===== src/rtl/mux_rr_sched_if.sv =====
// Requester-side bundle of the round-robin scheduler: four request lines,
// four data words in, and the registered select/grant/transfer outputs.
interface mux_rr_sched_if #(
  parameter int W = 4
);
  logic [3:0]   req;
  logic [W-1:0] a;
  logic [W-1:0] b;
  logic [W-1:0] c;
  logic [W-1:0] d;
  logic [1:0]   s;
  logic [3:0]   gnt;
  logic [W-1:0] y;
  logic         vld;
  logic [3:0]   ack;

  // Requester side: drives requests and data, observes grants and transfers.
  modport master (
    output req, a, b, c, d,
    input  s, gnt, y, vld, ack
  );

  // Scheduler side.
  modport slave (
    input  req, a, b, c, d,
    output s, gnt, y, vld, ack
  );
endinterface


===== src/rtl/mux_rr_sched.sv =====
// Round-robin scheduler in front of a 4:1 W-bit datapath. A winner is picked
// in IDLE, held for up to BURST transferred words in GRANT, then released
// with one idle cycle before the next arbitration. All outputs registered.
module mux_rr_sched #(
  parameter int W     = 4,
  parameter int BURST = 2
) (
  input  logic          clk,
  input  logic          rst,
  mux_rr_sched_if.slave bus
);

  localparam int             CW   = (BURST < 2) ? 1 : $clog2(BURST + 1);
  localparam logic [CW-1:0]  LAST = CW'(BURST - 1);

  typedef enum logic {IDLE, GRANT} state_t;

  state_t        state, state_n;
  logic [1:0]    ptr, ptr_n;
  logic [CW-1:0] cnt, cnt_n;
  logic [1:0]    s_q, s_n;
  logic [3:0]    gnt_q, gnt_n;
  logic [W-1:0]  y_q, y_n;
  logic          vld_q, vld_n;
  logic [3:0]    ack_q, ack_n;
  logic [W-1:0]  data_sel;
  logic [1:0]    winner;

  // First requester found scanning ptr, ptr+1, ptr+2, ptr+3 (mod 4).
  function automatic logic [1:0] rr_pick(input logic [3:0] r, input logic [1:0] p);
    logic [1:0] idx;
    rr_pick = p;
    // Scan from the farthest offset down so the nearest set bit wins last.
    for (int i = 3; i >= 0; i--) begin
      idx = p + 2'(i);
      if (r[idx]) rr_pick = idx;
    end
  endfunction

  // 4:1 datapath mux on the currently granted index.
  always_comb begin
    data_sel = bus.a;
    case (s_q)
      2'd0:    data_sel = bus.a;
      2'd1:    data_sel = bus.b;
      2'd2:    data_sel = bus.c;
      default: data_sel = bus.d;
    endcase
  end

  assign winner = rr_pick(bus.req, ptr);

  // Next-state and next-output logic for the IDLE/GRANT sequencer.
  // NOTE: every variable gets a default first so no path leaves it unassigned,
  // which would otherwise infer a latch.
  always_comb begin
    state_n = state;
    ptr_n   = ptr;
    cnt_n   = cnt;
    s_n     = s_q;
    gnt_n   = gnt_q;
    y_n     = y_q;
    vld_n   = 1'b0;
    ack_n   = 4'b0000;
    case (state)
      IDLE: begin
        gnt_n = 4'b0000;
        if (bus.req != 4'b0000) begin
          s_n     = winner;
          gnt_n   = 4'b0001 << winner;
          cnt_n   = '0;
          state_n = GRANT;
        end
      end
      GRANT: begin
        if (bus.req[s_q]) begin
          y_n   = data_sel;
          vld_n = 1'b1;
          ack_n = 4'b0001 << s_q;
          cnt_n = cnt + CW'(1);
        end
        // Release on abandon or on the last word of the burst; s is kept.
        if (!bus.req[s_q] || cnt == LAST) begin
          ptr_n   = s_q + 2'd1;
          gnt_n   = 4'b0000;
          state_n = IDLE;
        end
      end
      default: state_n = IDLE;
    endcase
  end

  // State and output registers; reset discards any partial burst at once.
  // NOTE: sequential state uses non-blocking assignments so every register
  // samples pre-edge values regardless of statement order.
  always_ff @(posedge clk or posedge rst) begin
    if (rst) begin
      state <= IDLE;
      ptr   <= 2'd0;
      cnt   <= '0;
      s_q   <= 2'd0;
      gnt_q <= 4'b0000;
      y_q   <= '0;
      vld_q <= 1'b0;
      ack_q <= 4'b0000;
    end else begin
      state <= state_n;
      ptr   <= ptr_n;
      cnt   <= cnt_n;
      s_q   <= s_n;
      gnt_q <= gnt_n;
      y_q   <= y_n;
      vld_q <= vld_n;
      ack_q <= ack_n;
    end
  end

  assign bus.s   = s_q;
  assign bus.gnt = gnt_q;
  assign bus.y   = y_q;
  assign bus.vld = vld_q;
  assign bus.ack = ack_q;

endmodule


===== src/flat_wrapper.sv =====
// flat-port wrapper written by rule: the top's interface ports become plain ports
module mux_rr_sched_flat 
#(
  parameter int W     = 4,
  parameter int BURST = 2
)
  (clk, rst, bus_req, bus_a, bus_b, bus_c, bus_d, bus_s, bus_gnt, bus_y, bus_vld, bus_ack);
  mux_rr_sched_if #(.W(W)) bus_i ();
  input  logic clk;
  input  logic rst;
  input wire logic [$bits(bus_i.req)-1:0] bus_req;
  input wire logic [$bits(bus_i.a)-1:0] bus_a;
  input wire logic [$bits(bus_i.b)-1:0] bus_b;
  input wire logic [$bits(bus_i.c)-1:0] bus_c;
  input wire logic [$bits(bus_i.d)-1:0] bus_d;
  output wire logic [$bits(bus_i.s)-1:0] bus_s;
  output wire logic [$bits(bus_i.gnt)-1:0] bus_gnt;
  output wire logic [$bits(bus_i.y)-1:0] bus_y;
  output wire logic [$bits(bus_i.vld)-1:0] bus_vld;
  output wire logic [$bits(bus_i.ack)-1:0] bus_ack;
  assign bus_i.req = bus_req;
  assign bus_i.a = bus_a;
  assign bus_i.b = bus_b;
  assign bus_i.c = bus_c;
  assign bus_i.d = bus_d;
  assign bus_s = bus_i.s;
  assign bus_gnt = bus_i.gnt;
  assign bus_y = bus_i.y;
  assign bus_vld = bus_i.vld;
  assign bus_ack = bus_i.ack;
  mux_rr_sched #(.W(W), .BURST(BURST)) u_core (.clk(clk), .rst(rst), .bus(bus_i));
endmodule

===== config.mk =====
export PLATFORM = sky130hd
export DESIGN_NAME = mux_rr_sched_flat
export DESIGN_NICKNAME = d
export VERILOG_FILES = /design/src/rtl/mux_rr_sched_if.sv /design/src/rtl/mux_rr_sched.sv /design/src/flat_wrapper.sv
export SDC_FILE = /design/constraint.sdc
export NUM_CORES = 1
export LEC_CHECK = 0
export ABC_AREA = 1
export CAP_MARGIN = 25
export CORE_MARGIN = 3
export CORE_UTILIZATION = 41
export DETAILED_ROUTE_END_ITERATION = 10
export GPL_TIMING_DRIVEN = 0
export PLACE_DENSITY = 0.78
export SETUP_SLACK_MARGIN = 0.2
export SLEW_MARGIN = 10
export SYNTH_ARGS = -nofsm -noshare
export SYNTH_HDL_FRONTEND = slang
export SYNTH_SLANG_ARGS = --single-unit
export TNS_END_PERCENT = 1

===== constraint.sdc =====
create_clock -name clk -period 1.3 [get_ports clk]
set_clock_uncertainty 0.15 [all_clocks]
set_input_delay 0.195 -clock clk [delete_from_list [all_inputs] [get_ports clk]]
set_output_delay 0.195 -clock clk [all_outputs]
set_load 0.05 [all_outputs]

==> reports/qor.tcl <==
set qor(tritoncts_clock_tree) {yes}
set qor(slew_headroom_pct) 51.43
set qor(antenna-diode-count) 0
set qor(cts.root.buffer_cell) {sky130_fd_sc_hd__clkbuf_4}
set qor(final_hold_viol_count) 0
set qor(layout.cells.most_common_list) {sky130_fd_sc_hd__nand2_1, sky130_fd_sc_hd__nand2_2, sky130_fd_sc_hd__clkdlybuf4s50_1}
set qor(fin_worst_hold_slack_ns) 0.1443
set qor(die_width_um) 59.30
set qor(yosys.area.top_type) {sky130_fd_sc_hd__dfrtp_1}
set qor(cts_sinks) 20
set qor(port-buffer-count) 36
set qor(cellPowerDensity_mw_per_mm2) 2911
set qor(setup_viol) 27
set qor(mostFrequentLayoutCell) {sky130_fd_sc_hd__nand2_1}
set qor(end_kind) {flop}
set qor(htree_num_levels) 1
set qor(floorplan.rows) 18
set qor(drtAntennaViolNets) 0
set qor(final_layout_size_suffix_gt1_share_pct) 43.60
set qor(synth_cell_type_count) 19
set qor(grt_use_total_pct) 19.69
set qor(floorplan.core_area_mm2) 0.002590
set qor(r2r_start) {u_core.ptr[0]}
set qor(yosys-top-cells-area) {sky130_fd_sc_hd__dfrtp_1, sky130_fd_sc_hd__nand2_1, sky130_fd_sc_hd__inv_1}
set qor(place.gp.congestion) 0.8151
set qor(ys_ff_latch) 20
set qor(arrival_time_of_the_worst_setup_path_ns) 1.70
set qor(crit_path_top_delay_cell) {sky130_fd_sc_hd__dfrtp_2}
set qor(clk_latency_ns) 0.31
set qor(place.detailed.hpwl_um) 2206
set qor(ioPinCount) 37
set qor(crit_path_start) {u_core.ptr[0]}
set qor(fp.dieArea_mm2) 0.003516
set qor(worstSetupStartpointType) {flop}
set qor(post-route-period-util_pct) 122.8
set qor(worst_hold_path_type) {input port to async pin}
set qor(numCtsBuffers) 3
set qor(critical_path.cell_chain) {buf_6, nand2_1, nand2_2, nand2_1, nand2_1, nand2_1, nand2_2, nand2_2, nand2_4, nand2_4, nand3_2, nand2_2}
set qor(floorplan.die.height_um) 59.30
set qor(synthToLayoutAreaGrowth_pct) 66.49
set qor(worstPathMaxFanout) 5
set qor(detailroute.via_count) 1246
set qor(synthesis.instances) 154
set qor(r2r_cells) 12
set qor(placement.setup.worst_slack_ns) -0.4978
set qor(timing.final.max_slew_violations) 0
set qor(synthesis.area_per_instance_um2) 7.564
set qor(achievable-frequency_mhz) 626.4
set qor(cts_max_path_buffers) 2
set qor(tightest_slew_ns) 0.7277
set qor(route.final.wire_length_um) 3617
set qor(dr.pass1.iters) 4
set qor(clkSlewWorstSetupHoldPaths_ns) 0.12
set qor(period_minus_slack_ns) 1.596
set qor(netlist.area_leader.share_pct) 42.96
set qor(synth-seq-area-share_pct) 42.96
set qor(totalPowerFinal_mw) 5.645
set qor(max-vdd-ir-drop_v) 0.001982
set qor(timing_worst_setup_path_type) {flop to flop}
set qor(synthesis.nets) 181
set qor(drt_drc_violations_left) 0
set qor(detail_route.wl_per_cell_um) 15.01
set qor(number_of_antenna_violations_at_the_first_check_in_global_routing) 0
set qor(avgViaCountPerCell) 5.170
set qor(cell_area_synth_mm2) 0.001165
set qor(unrepaired_setup_endpoints_after_global_routing) {yes}
set qor(maxCapViolations) 0
set qor(grt_pass1_vias) 1186
set qor(critical_path.max_stage_delay_ns) 0.47
set qor(initial_drc_count) 44
set qor(required_ns) 1.40
set qor(ys_warn_count) 0
set qor(grt_start_max_net_pins) 21
set qor(fin_nets) 239
set qor(start_util_pct) 44.98
set qor(outcome) {finished with violations}
set qor(setup_slack_ns) -0.2965
set qor(grt_remaining_overflow) 0
set qor(grt_first_pass_wirelength_um) 5292
set qor(p_leak_nw) 0.9644
set qor(failed_checks) {negative setup slack}
==> layout make-up <==
type	count	area, um^2
buffer	2	22.52
clock buffer	3	22.52
tap	30	37.54
clock inverter	1	30.03
timing repair buffer	53	520.5
multi-input combinational	112	714.4
inverter	20	86.33
fill	189	650.6
sequential	20	505.5
==> kinds of logic (layout without fill, tap and decap cells) <==
family	after synthesis	after routing	synth area share, %
AO/OA/AOI/OAI	26	26	13.21
adder cells (fa/ha/maj)	5	5	5.371
buffers and inverters	22	79	8.378
flip-flops	20	20	42.96
AND/OR/NAND/NOR	81	81	30.08
==> sequential cells by signal, indices dropped and copies added (netlist names) <==
register,cells
u_core.ptr,2
u_core.bus.ack,4
u_core.cnt,2
u_core.bus.y,4
u_core.bus.gnt,4
u_core.bus.vld,1
u_core.state,1
u_core.bus.s,2
==> repair_timing <==
action,CTS,global route
gates resized for setup,83,59
endpoints found under the setup margin,35,35
pin swaps,3,19
gates cloned,1,1
setup buffers,11,4
hold buffers,0,0
hold endpoints to repair,0,0
==> cells in the mapped netlist <==
master and instances:
sky130_fd_sc_hd__a21oi_1 4, sky130_fd_sc_hd__a22o_1 4, sky130_fd_sc_hd__buf_6 2, sky130_fd_sc_hd__clkinv_1 1, sky130_fd_sc_hd__dfrtp_1 20, sky130_fd_sc_hd__ha_1 5
sky130_fd_sc_hd__inv_1 17, sky130_fd_sc_hd__inv_2 2, sky130_fd_sc_hd__nand2_1 53, sky130_fd_sc_hd__nand2_2 6, sky130_fd_sc_hd__nand3_1 10, sky130_fd_sc_hd__nand3_2 1
sky130_fd_sc_hd__nand4_1 3, sky130_fd_sc_hd__nor2_1 6, sky130_fd_sc_hd__nor2_2 2, sky130_fd_sc_hd__o21ai_0 8, sky130_fd_sc_hd__o21ai_1 5, sky130_fd_sc_hd__o21ai_2 1
sky130_fd_sc_hd__o22ai_1 4
==> stage by stage <==
step / TNS (ns) / utilization (%) / std cells / cell area [um^2]
final: -4.906 / 74.88 / 241 / 1939
after global routing: -6.694 / 74.88 / 241 / 1939
after CTS: -4.758 / 68.79 / 236 / 1782
after detailed placement: -11.16 / 60.53 / 220 / 1568
after global placement: -10.35 / 60.53 / 220 / 1568
after floorplan: -3.284 / - / 154 / 1170
==> report_power, final <==
part	total, mW	switching [mW]	internal (mW)
Combinational	4.05	2.46	1.60
Sequential	1.08	0.193	0.889
Clock	0.509	0.197	0.312
==> per-layer routing <==
layer / vias to the layer above / part of all wire [%] / track usage (%)
met5: - / 0 / 0
met4: 0 / 0.64 / 4.207
met3: 4 / 5.3 / 5.664
met2: 43 / 52 / 32.45
met1: 585 / 42 / 25.55
li1: 614 / - / -
==> path summary, 6_finish.rpt <==
kind	slack [ns]	to
min in group clk	0.35	u_core.bus.y[3]
setup / recovery	-0.30	u_core.bus.gnt[2]
hold reg to reg	0.35	u_core.bus.y[3]
hold / removal	0.14	u_core.bus.vld
max in group asynchronous	0.35	u_core.bus.s[1]
setup reg to reg	-0.30	u_core.bus.gnt[2]
==> critical path: cells and delay by family, from the launching register on <==
family | cells | cell delay [ns]
buf+inv | 1 | 0.15
flops | 1 | 0.47
simple gates | 11 | 0.77
Power figures use the tool's default switching activity.
